$ cat src/rtl/weight_update_feeder.sv
// rtl/weight_update_feeder.sv - weight-RAM burst responder: preload on start, refill on update_weight_ram
module weight_update_feeder #(
    parameter int DATA_WIDTH              = 16,
    parameter int KERNEL_SIZE_MAX         = 3,
    parameter int PARA_KERNEL             = 2,
    parameter int WEIGHT_WRITE_ADDR_WIDTH = 8,
    parameter int SRC_ADDR_WIDTH          = 12,
    parameter int BEATS_WIDTH             = 4
) (
    input  logic                                                          clk,
    input  logic                                                          rst,
    input  logic                                                          start,
    input  logic [BEATS_WIDTH-1:0]                                        cfg_beats,
    input  logic [SRC_ADDR_WIDTH-1:0]                                     cfg_src_base,
    input  logic [SRC_ADDR_WIDTH-1:0]                                     cfg_src_end,
    input  logic                                                          update_weight_ram,
    input  logic [WEIGHT_WRITE_ADDR_WIDTH*PARA_KERNEL-1:0]                update_weight_ram_addr,
    output logic                                                          src_rd_en,
    output logic [SRC_ADDR_WIDTH-1:0]                                     src_rd_addr,
    input  logic [KERNEL_SIZE_MAX*KERNEL_SIZE_MAX*PARA_KERNEL*DATA_WIDTH-1:0] src_rd_data,
    output logic [KERNEL_SIZE_MAX*KERNEL_SIZE_MAX*PARA_KERNEL*DATA_WIDTH-1:0] weight_data,
    output logic [WEIGHT_WRITE_ADDR_WIDTH*PARA_KERNEL-1:0]                write_weight_data_addr,
    output logic                                                          weight_data_done,
    output logic                                                          busy,
    output logic                                                          err_req_busy
);

    localparam int LANE_W = WEIGHT_WRITE_ADDR_WIDTH;
    localparam logic [BEATS_WIDTH-1:0] ONE_BEAT = BEATS_WIDTH'(1);

    typedef enum logic [2:0] {
        IDLE,
        FETCH,
        DRAIN,
        DONE,
        WAIT_LOW
    } state_t;

    state_t                                   state;
    state_t                                   state_next;
    logic [BEATS_WIDTH-1:0]                   n_beats;
    logic [BEATS_WIDTH-1:0]                   issue_cnt;
    logic [BEATS_WIDTH-1:0]                   cap_cnt;
    logic [BEATS_WIDTH-1:0]                   beats_eff;
    logic [SRC_ADDR_WIDTH-1:0]                src_ptr;
    logic [SRC_ADDR_WIDTH:0]                  ptr_sum;
    logic [LANE_W*PARA_KERNEL-1:0]            lane_base;
    logic [LANE_W*PARA_KERNEL-1:0]            lane_addr_next;
    logic                                     from_req;
    logic                                     armed;
    logic                                     req_d;
    logic                                     cap_valid;
    logic                                     go_start;
    logic                                     go_req;

    always_comb begin
        go_start   = 1'b0;
        go_req     = 1'b0;
        state_next = state;
        case (state)
            IDLE: begin
                go_start = start;
                go_req   = !start && update_weight_ram && armed;
                if (go_start || go_req) begin
                    state_next = FETCH;
                end
            end
            FETCH: begin
                if (issue_cnt == n_beats - ONE_BEAT) begin
                    state_next = DRAIN;
                end
            end
            DRAIN:    state_next = DONE;
            DONE:     state_next = from_req ? WAIT_LOW : IDLE;
            WAIT_LOW: begin
                if (!update_weight_ram) begin
                    state_next = IDLE;
                end
            end
            default:  state_next = IDLE;
        endcase
    end

    // Each lane wraps within its own address field; no carry crosses lanes.
    always_comb begin
        lane_addr_next = '0;
        for (int j = 0; j < PARA_KERNEL; j++) begin
            lane_addr_next[j*LANE_W +: LANE_W] = lane_base[j*LANE_W +: LANE_W] + LANE_W'(cap_cnt);
        end
    end

    always_comb begin
        beats_eff = (cfg_beats == '0) ? ONE_BEAT : cfg_beats;
        ptr_sum   = {1'b0, src_ptr} + (SRC_ADDR_WIDTH + 1)'(n_beats);
    end

    always_ff @(posedge clk) begin
        if (rst) begin
            state                  <= IDLE;
            n_beats                <= '0;
            issue_cnt              <= '0;
            cap_cnt                <= '0;
            src_ptr                <= '0;
            lane_base              <= '0;
            from_req               <= 1'b0;
            armed                  <= 1'b1;
            req_d                  <= 1'b0;
            cap_valid              <= 1'b0;
            src_rd_en              <= 1'b0;
            src_rd_addr            <= '0;
            weight_data            <= '0;
            write_weight_data_addr <= '0;
            weight_data_done       <= 1'b0;
            busy                   <= 1'b0;
            err_req_busy           <= 1'b0;
        end else begin
            state     <= state_next;
            req_d     <= update_weight_ram;
            cap_valid <= src_rd_en;

            // A request must be seen low before it may launch another burst.
            if (!update_weight_ram) begin
                armed <= 1'b1;
            end
            if (update_weight_ram && !req_d && busy) begin
                err_req_busy <= 1'b1;
                armed        <= 1'b0;
            end

            case (state)
                IDLE: begin
                    if (go_start || go_req) begin
                        busy             <= 1'b1;
                        weight_data_done <= 1'b0;
                        n_beats          <= beats_eff;
                        issue_cnt        <= '0;
                        cap_cnt          <= '0;
                        src_rd_en        <= 1'b1;
                        from_req         <= go_req;
                        if (go_start) begin
                            src_ptr     <= cfg_src_base;
                            src_rd_addr <= cfg_src_base;
                            lane_base   <= '0;
                            if (update_weight_ram) begin
                                armed <= 1'b0;
                            end
                        end else begin
                            src_rd_addr <= src_ptr;
                            lane_base   <= update_weight_ram_addr;
                            armed       <= 1'b0;
                        end
                    end
                end
                FETCH: begin
                    if (state_next == DRAIN) begin
                        src_rd_en <= 1'b0;
                    end else begin
                        src_rd_addr <= src_rd_addr + SRC_ADDR_WIDTH'(1);
                        issue_cnt   <= issue_cnt + ONE_BEAT;
                    end
                end
                DONE: begin
                    weight_data_done <= 1'b1;
                    busy             <= 1'b0;
                    // The next burst restarts at the region base once it would run past the end.
                    if (ptr_sum > {1'b0, cfg_src_end}) begin
                        src_ptr <= cfg_src_base;
                    end else begin
                        src_ptr <= ptr_sum[SRC_ADDR_WIDTH-1:0];
                    end
                end
                default: ;
            endcase

            if (cap_valid) begin
                weight_data            <= src_rd_data;
                write_weight_data_addr <= lane_addr_next;
                cap_cnt                <= cap_cnt + ONE_BEAT;
            end
        end
    end

endmodule

$ cat config.mk
export PLATFORM = sky130hd
export DESIGN_NAME = weight_update_feeder
export DESIGN_NICKNAME = d
export VERILOG_FILES = /design/src/rtl/weight_update_feeder.sv
export SDC_FILE = /design/constraint.sdc
export NUM_CORES = 1
export LEC_CHECK = 0
export ABC_AREA = 1
export ABC_CLOCK_PERIOD_IN_PS = 7300
export CELL_PAD_IN_SITES_DETAIL_PLACEMENT = 1
export CELL_PAD_IN_SITES_GLOBAL_PLACEMENT = 1
export CORE_AREA = 3 3 255 257
export DETAILED_ROUTE_END_ITERATION = 16
export DIE_AREA = 0 0 258 260
export GPL_TIMING_DRIVEN = 0
export HOLD_SLACK_MARGIN = 0.05
export PLACE_DENSITY_LB_ADDON = 0.25
export SYNTH_ARGS = -nofsm -noshare
export SYNTH_HDL_FRONTEND = slang
export SYNTH_SLANG_ARGS = --single-unit
$ cat constraint.sdc
create_clock -name clk -period 7.3 [get_ports clk]
set_clock_uncertainty 0.2 [all_clocks]
set_input_delay 1.46 -clock clk [delete_from_list [all_inputs] [get_ports clk]]
set_output_delay 1.46 -clock clk [all_outputs]
set_load 0.005 [all_outputs]
==> impl_metrics.toml, run 1 <==
[run_status]
status = "finished clean"

[power_and_ir_drop]
swShare_pct = 27.1
combPwrFrac_pct = 18.7
cellPowerDensity_mw_per_mm2 = 234
leakagePower_uw = 0.00977
vdd_drop_max_mv = 0.156
power_frac_seq_pct = 40.9
p_int_uw = 4030
power.switching_uw = 1500
p_clk_share_pct = 40.4

[floorplan]
die_h_um = 260
start_util_pct = 23.0
ios = 656
dieArea_mm2 = 0.0671
die_x_um = 258
fp-row-count = 92
core_area_mm2 = 0.0630

[synthesis]
ys_ff_latch = 367
synth-compound-area-share_pct = 15.1
synth_mux_area_share_pct = 0
ys_seq_area_share_pct = 50.7
synth_top_family_by_area = "simple AND/OR/NAND/NOR gates"
synth_adder_area_share_pct = 2.83
synth-main-ff-cell = "dfxtp_1"
synthCells = 1920
synth.distinct_cells = 44
netlist_area_mm2 = 0.0145
synth_xor_area_share_pct = 1.45
synthArstFlopShare_pct = 0
synth-edff-count = 0
syn_avg_cell_area_um2 = 7.55
syn-num-nets = 2287
yosysWarnings = 0
yosys.area_share.simple_pct = 23.4

[grt]
overflow = 0
grt_pass1_wl_mm = 104
antenna_found_initial = 10
grt_max_degree = 12
grt_pass1_vias = 16600
grt_usage_pct = 20.4

[critical_path]
cp_cell_sequence = "ha_1, inv_1, fa_1, inv_1, nand2_1, nand2_1, inv_1, nor2_1, xor2_1, inv_1, ha_1, nand2_1, nor2_1, nor3_1, nor2_1, nor2_2, nand2_2, nand2_2, buf_6, nand2_1, nand3_1, a21oi_1"
crit_family = "simple AND/OR/NAND/NOR gates"
crit_type = "reg2reg"
cp.arrival_ns = 3.98
endpoint_kind = "register"
regToRegSetupSlack_ns = 3.52
cp_max_fo = 10
startpoint_type = "register"
slowest_delay_ns = 0.44
worstPathRequired_ns = 7.50
crit_buf_inv = 5
worst_path_max_delay_cell = "dfxtp_1"

[sta]
min_period_ns = 3.78
finalSetupTns_ns = 0
drv_slew = 0
whs_ns = 0.261
finalHoldViolations = 0
worstMarginPinSlew_ns = 0.827
max_freq_mhz = 265
finalCritPeriodShare_pct = 51.7
setup_violations = 0
maxSlewHeadroom_pct = 44.9
rsz0062_at_grt = "no"

[run]
cap_viol_max_count = 0

[clock_network]
cts_buffers = 45
clock-root-buffer = "clkbuf_16"
cts_resized = 0
hold_buffers = 0
cts_sinks = 367
htreeDepth = 2
insertion_delay_ns = 0.57
postCtsSetupBuffers = 0
cts_buffer_depth = 3
clkTransAtPathRegs_ns = 0.06
cts_tree = "yes"

[route]
detail-route-antenna-nets = 0
vias = 15600
viasPerCell = 4.45
drc = 0
routed_wirelength_mm = 71.5
first_iter_violations = 580
drt-pass1-iter-count = 4
avgRoutedWirePerCell_um = 20.4

[finish]
fillers = 7536
drive_gt1_share_pct = 5.05
area_growth_syn_to_layout_pct = 62.7
nets = 2988

[min_path]
hold_class = "reg2reg"

[place]
gp_congestion = 0.844
place_hpwl_mm = 57.2
io_buffers = 654
[final timing paths]
| check | end | startpoint | cells past startpoint |
|---|---|---|---|
| setup / recovery | src_ptr[0] | n_beats[0] | 22 |
| hold / removal | cap_valid | src_rd_en | 2 |
| setup reg to reg | src_ptr[0] | n_beats[0] | 22 |
| hold reg to reg | cap_valid | src_rd_en | 2 |
[kinds of logic after synthesis]
| kind of cell | Yosys count |
|---|---|
| AND/OR/NAND/NOR | 844 |
| adder cells (fa/ha/maj) | 31 |
| AO/OA/AOI/OAI | 425 |
| buffers and inverters | 229 |
| flip-flops | 367 |
| XOR/XNOR | 24 |
[power groups by stage]
| stage | combinational, µW | sequential (µW) | clock, µW |
|---|---|---|---|
| final | 1030 | 2260 | 2230 |
| after global routing | 1130 | 2280 | 2400 |
| after CTS | 1050 | 2260 | 2310 |
| after detailed placement | 1040 | 2300 | 0 |
| after global placement | 1020 | 2290 | 0 |
| after floorplan | 357 | 2300 | 0 |
[final cells by class]
class / count / area (µm²) / area share (%)
inverter: 108 / 422 / 1.79
antenna: 9 / 22.5 / 0.0955
tap: 846 / 1060 / 4.49
clock inverter: 8 / 80.1 / 0.339
multi-input combinational: 1324 / 6200 / 26.3
timing repair buffer: 654 / 6550 / 27.8
sequential: 367 / 7350 / 31.1
buffer: 121 / 531 / 2.25
clock buffer: 71 / 1390 / 5.87
[cells in the mapped netlist, drive strengths merged (10+ instances only)]
cell	instances	share of area (%)
nor2	639	17
dfxtp	367	51
o21ai	350	12
nand2	114	3.1
inv	106	2.8
clkbuf	80	2.1
a21oi	54	1.9
nand3	52	1.8
buf	41	1.5
ha	28	2.4
nand4	14	0.60
xor2	14	0.85
or2	10	0.43
xnor2	10	0.60
[worst reg2reg max path, stage by stage, from the launching register on]
cell,delay (ns)
dfxtp_1,0.44
ha_1,0.21
inv_1,0.05
fa_1,0.40
inv_1,0.07
nand2_1,0.05
nand2_1,0.18
inv_1,0.11
nor2_1,0.19
xor2_1,0.24
inv_1,0.08
ha_1,0.32
nand2_1,0.10
nor2_1,0.05
nor3_1,0.13
nor2_1,0.08
nor2_2,0.11
nand2_2,0.11
nand2_2,0.10
buf_6,0.15
nand2_1,0.10
nand3_1,0.09
a21oi_1,0.06
[through the flow]
stage / total power, µW / instances / setup WS, ns / util [%] / area [µm²]
after floorplan: 2650 / 1920 / 4.23 / - / 14500
after global placement: 3320 / 3420 / 3.51 / 35.1 / 22100
after detailed placement: 3340 / 3420 / 3.48 / 35.1 / 22100
after CTS: 5620 / 3499 / 3.47 / 37.4 / 23600
after global routing: 5810 / 3506 / 3.24 / 37.5 / 23600
final: 5530 / 3508 / 3.52 / 37.5 / 23600
[state kept, by name, summed over array words and instances, names as in the netlist, 3 cells and up]
register                count
write_weight_data_addr     16
issue_cnt                   4
lane_base                  16
cap_cnt                     4
weight_data               288
src_rd_addr                12
src_ptr                    12
n_beats                     4
state                       3
[per-layer routing]
metal / vias to the layer above / track usage, % / part of all wire (%)
li1: 7587 / - / -
met1: 7538 / 21.9 / 38
met2: 384 / 37.4 / 52
met3: 98 / 6.38 / 6.9
met4: 4 / 7.17 / 3.0
met5: - / 0 / 0.032
[layout by cell type, fill, tap and decap left out, types with 5 or more instances in the layout]
master | Yosys | layout
a21oi_1 | 54 | 54
a22oi_1 | 6 | 6
buf_1 | 7 | 7
buf_2 | 29 | 29
clkbuf_1 | 79 | 90
clkbuf_16 | 0 | 46
clkbuf_8 | 1 | 15
clkdlybuf4s50_1 | 0 | 654
clkinv_2 | 0 | 5
dfxtp_1 | 367 | 367
diode_2 | 0 | 9
ha_1 | 28 | 28
inv_1 | 102 | 102
nand2_1 | 107 | 107
nand2_2 | 6 | 6
nand3_1 | 51 | 51
nand4_1 | 14 | 14
nor2_1 | 633 | 633
nor3_1 | 6 | 6
o21ai_0 | 350 | 350
or2_2 | 8 | 8
xnor2_1 | 10 | 10
xor2_1 | 14 | 14
Power figures use the tool's default switching activity.
==> inputs of run 2 (changes only) <==
- ABC_CLOCK_PERIOD_IN_PS: 7300 -> 3900
- CORE_AREA: 3 3 255 257 -> 3 3 256 258
- DIE_AREA: 0 0 258 260 -> 0 0 259 261
- clock period: 7.3 -> 3.9 ns (I/O delays scaled with it)
==> impl_metrics.toml, run 2 (same netlist as run 1, synthesis figures left out) <==
[min_path]
hold_class = "reg2reg"
min-delay-start = "src_rd_en"
hold_end = "cap_valid"
holdPathStages = 2

[finish]
reg_top3 = "weight_data: 288 flops, lane_base: 16 flops, write_weight_data_addr: 16 flops"
register_area_mm2 = 0.00735
final_common_cell = "clkdlybuf4s50_1"
area_growth_syn_to_layout_pct = 63.1
drive_gt1_share_pct = 5.23
top_register = "weight_data"
final_cell_mix = "clkdlybuf4s50_1 (654), nor2_1 (632), dfxtp_1 (366)"
fillers = 7535
multi_input_area_mm2 = 0.00620
nets = 2989
largest_register_ffs = 288

[floorplan]
die_h_um = 261
core_area_mm2 = 0.0632
dieArea_mm2 = 0.0676
ios = 656
fp-row-count = 92
start_util_pct = 22.9
die_x_um = 259

[route]
routed_wirelength_mm = 72.6
avgRoutedWirePerCell_um = 20.7
drc = 0
viasPerCell = 4.45
vias = 15600
drt-pass1-iter-count = 6
detail-route-antenna-nets = 0
first_iter_violations = 539

[clock_network]
clock-root-buffer = "clkbuf_16"
htreeDepth = 2
hold_buffers = 0
postCtsSetupBuffers = 0
cts_buffers = 46
cts_tree = "yes"
insertion_delay_ns = 0.57
cts_buffer_depth = 3
clkTransAtPathRegs_ns = 0.06
cts_sinks = 367

[critical_path]
cp_cell_sequence = "ha_1, inv_1, fa_1, inv_1, nand2_1, nand2_2, inv_1, nor2_2, xor2_1, inv_1, ha_1, nand2_1, nor2_1, nor3_1, nor2_1, nor2_2, nand2_2, nand2_2, buf_6, nand2_1, nand3_1, a21oi_1"
startpoint_type = "register"
slowest_delay_ns = 0.41
worst_path_max_delay_cell = "fa_1"
crit_type = "reg2reg"
r2r-end = "src_ptr[3]"
r2r_cells = 22
cp.arrival_ns = 3.73
endpoint_kind = "register"
regToRegSetupSlack_ns = 0.38
cpMostUsedCell = "inv_1"
worstPathRequired_ns = 4.11
cp_max_fo = 10
reg2reg_from = "n_beats[0]"

[grt]
grt_pass1_wl_mm = 106
grt_pass1_vias = 16800
antenna_found_initial = 12
grt_usage_pct = 20.6
grt_max_degree = 12
overflow = 0

[sta]
finalSetupTns_ns = 0
drv_slew = 0
setup_violations = 0
rsz0062_at_grt = "no"
maxSlewHeadroom_pct = 36.6
min_period_ns = 3.52
finalHoldViolations = 0
max_freq_mhz = 284
finalWorstSetupSlack_ns = 0.378
finalCritPeriodShare_pct = 90.3
worstMarginPinSlew_ns = 0.951

[power_and_ir_drop]
cellPowerDensity_mw_per_mm2 = 445
leakagePower_uw = 0.00979
vdd_drop_max_mv = 0.367

[run]
cap_viol_max_count = 0

[run_status]
status = "finished clean"

[place]
post-place-ws_ns = 0.189
io_buffers = 654
place_hpwl_mm = 58.3
gp_congestion = 0.875
## run 2: worst max-delay path by stage
| stage | from | end | cells after the start |
|---|---|---|---|
| 2_1_floorplan | n_beats[0] | src_ptr[5] | 22 |
| 3_3_place_gp | n_beats[0] | src_ptr[1] | 22 |
| 3_5_place_dp | n_beats[0] | src_ptr[1] | 22 |
| 4_1_cts | n_beats[0] | src_ptr[5] | 22 |
| 5_1_grt | n_beats[0] | src_ptr[0] | 22 |
| 6_report | n_beats[0] | src_ptr[3] | 22 |
## run 2: layer usage
metal | GRT usage, % | part of all wire (%) | wire, µm
met4 | 5.92 | 2.5 | 1830
met3 | 7.57 | 7.7 | 5600
met2 | 37.5 | 52 | 37500
met1 | 22.3 | 38 | 27700
met5 | 0 | 0.073 | 53
## run 2: final cells by class
cell class	count	share of cell area [%]
Sequential cell	367	31.1
Timing Repair Buffer	654	27.7
Multi-Input combinational cell	1324	26.2
Clock buffer	71	5.78
Tap cell	846	4.48
Buffer	121	2.24
Inverter	108	1.78
Clock inverter	13	0.619
Antenna cell	11	0.116
## run 2: timing repair
item	4_1_cts	5_1_grt
endpoints found under the hold margin	0	0
setup endpoints to repair	0	11
resized for setup	0	3
## run 2: critical path: cells and delay by family (launching register included)
family,cells,cell delay [ns]
compound gates,1,0.06
buf+inv,5,0.46
xor+xnor,1,0.21
fa+ha+maj,3,0.93
simple gates,12,1.12
flops,1,0.38
## run 2: power by group
part / switching [µW] / internal (µW)
clock network: 1740 / 2600
registers: 189 / 4050
logic: 925 / 1010
## run 2: through the flow
step	cell area (µm²)	hold slack [ns]	total power, µW	cells	util (%)
global route	23600	0.283	11000	3510	37.4
CTS	23600	0.258	10700	3504	37.4
finish	23600	0.251	10500	3515	37.4
global placement	22100	0.239	6210	3420	35.0
detailed placement	22100	0.253	6260	3420	35.0
floorplan	14500	0.233	4960	1920	-
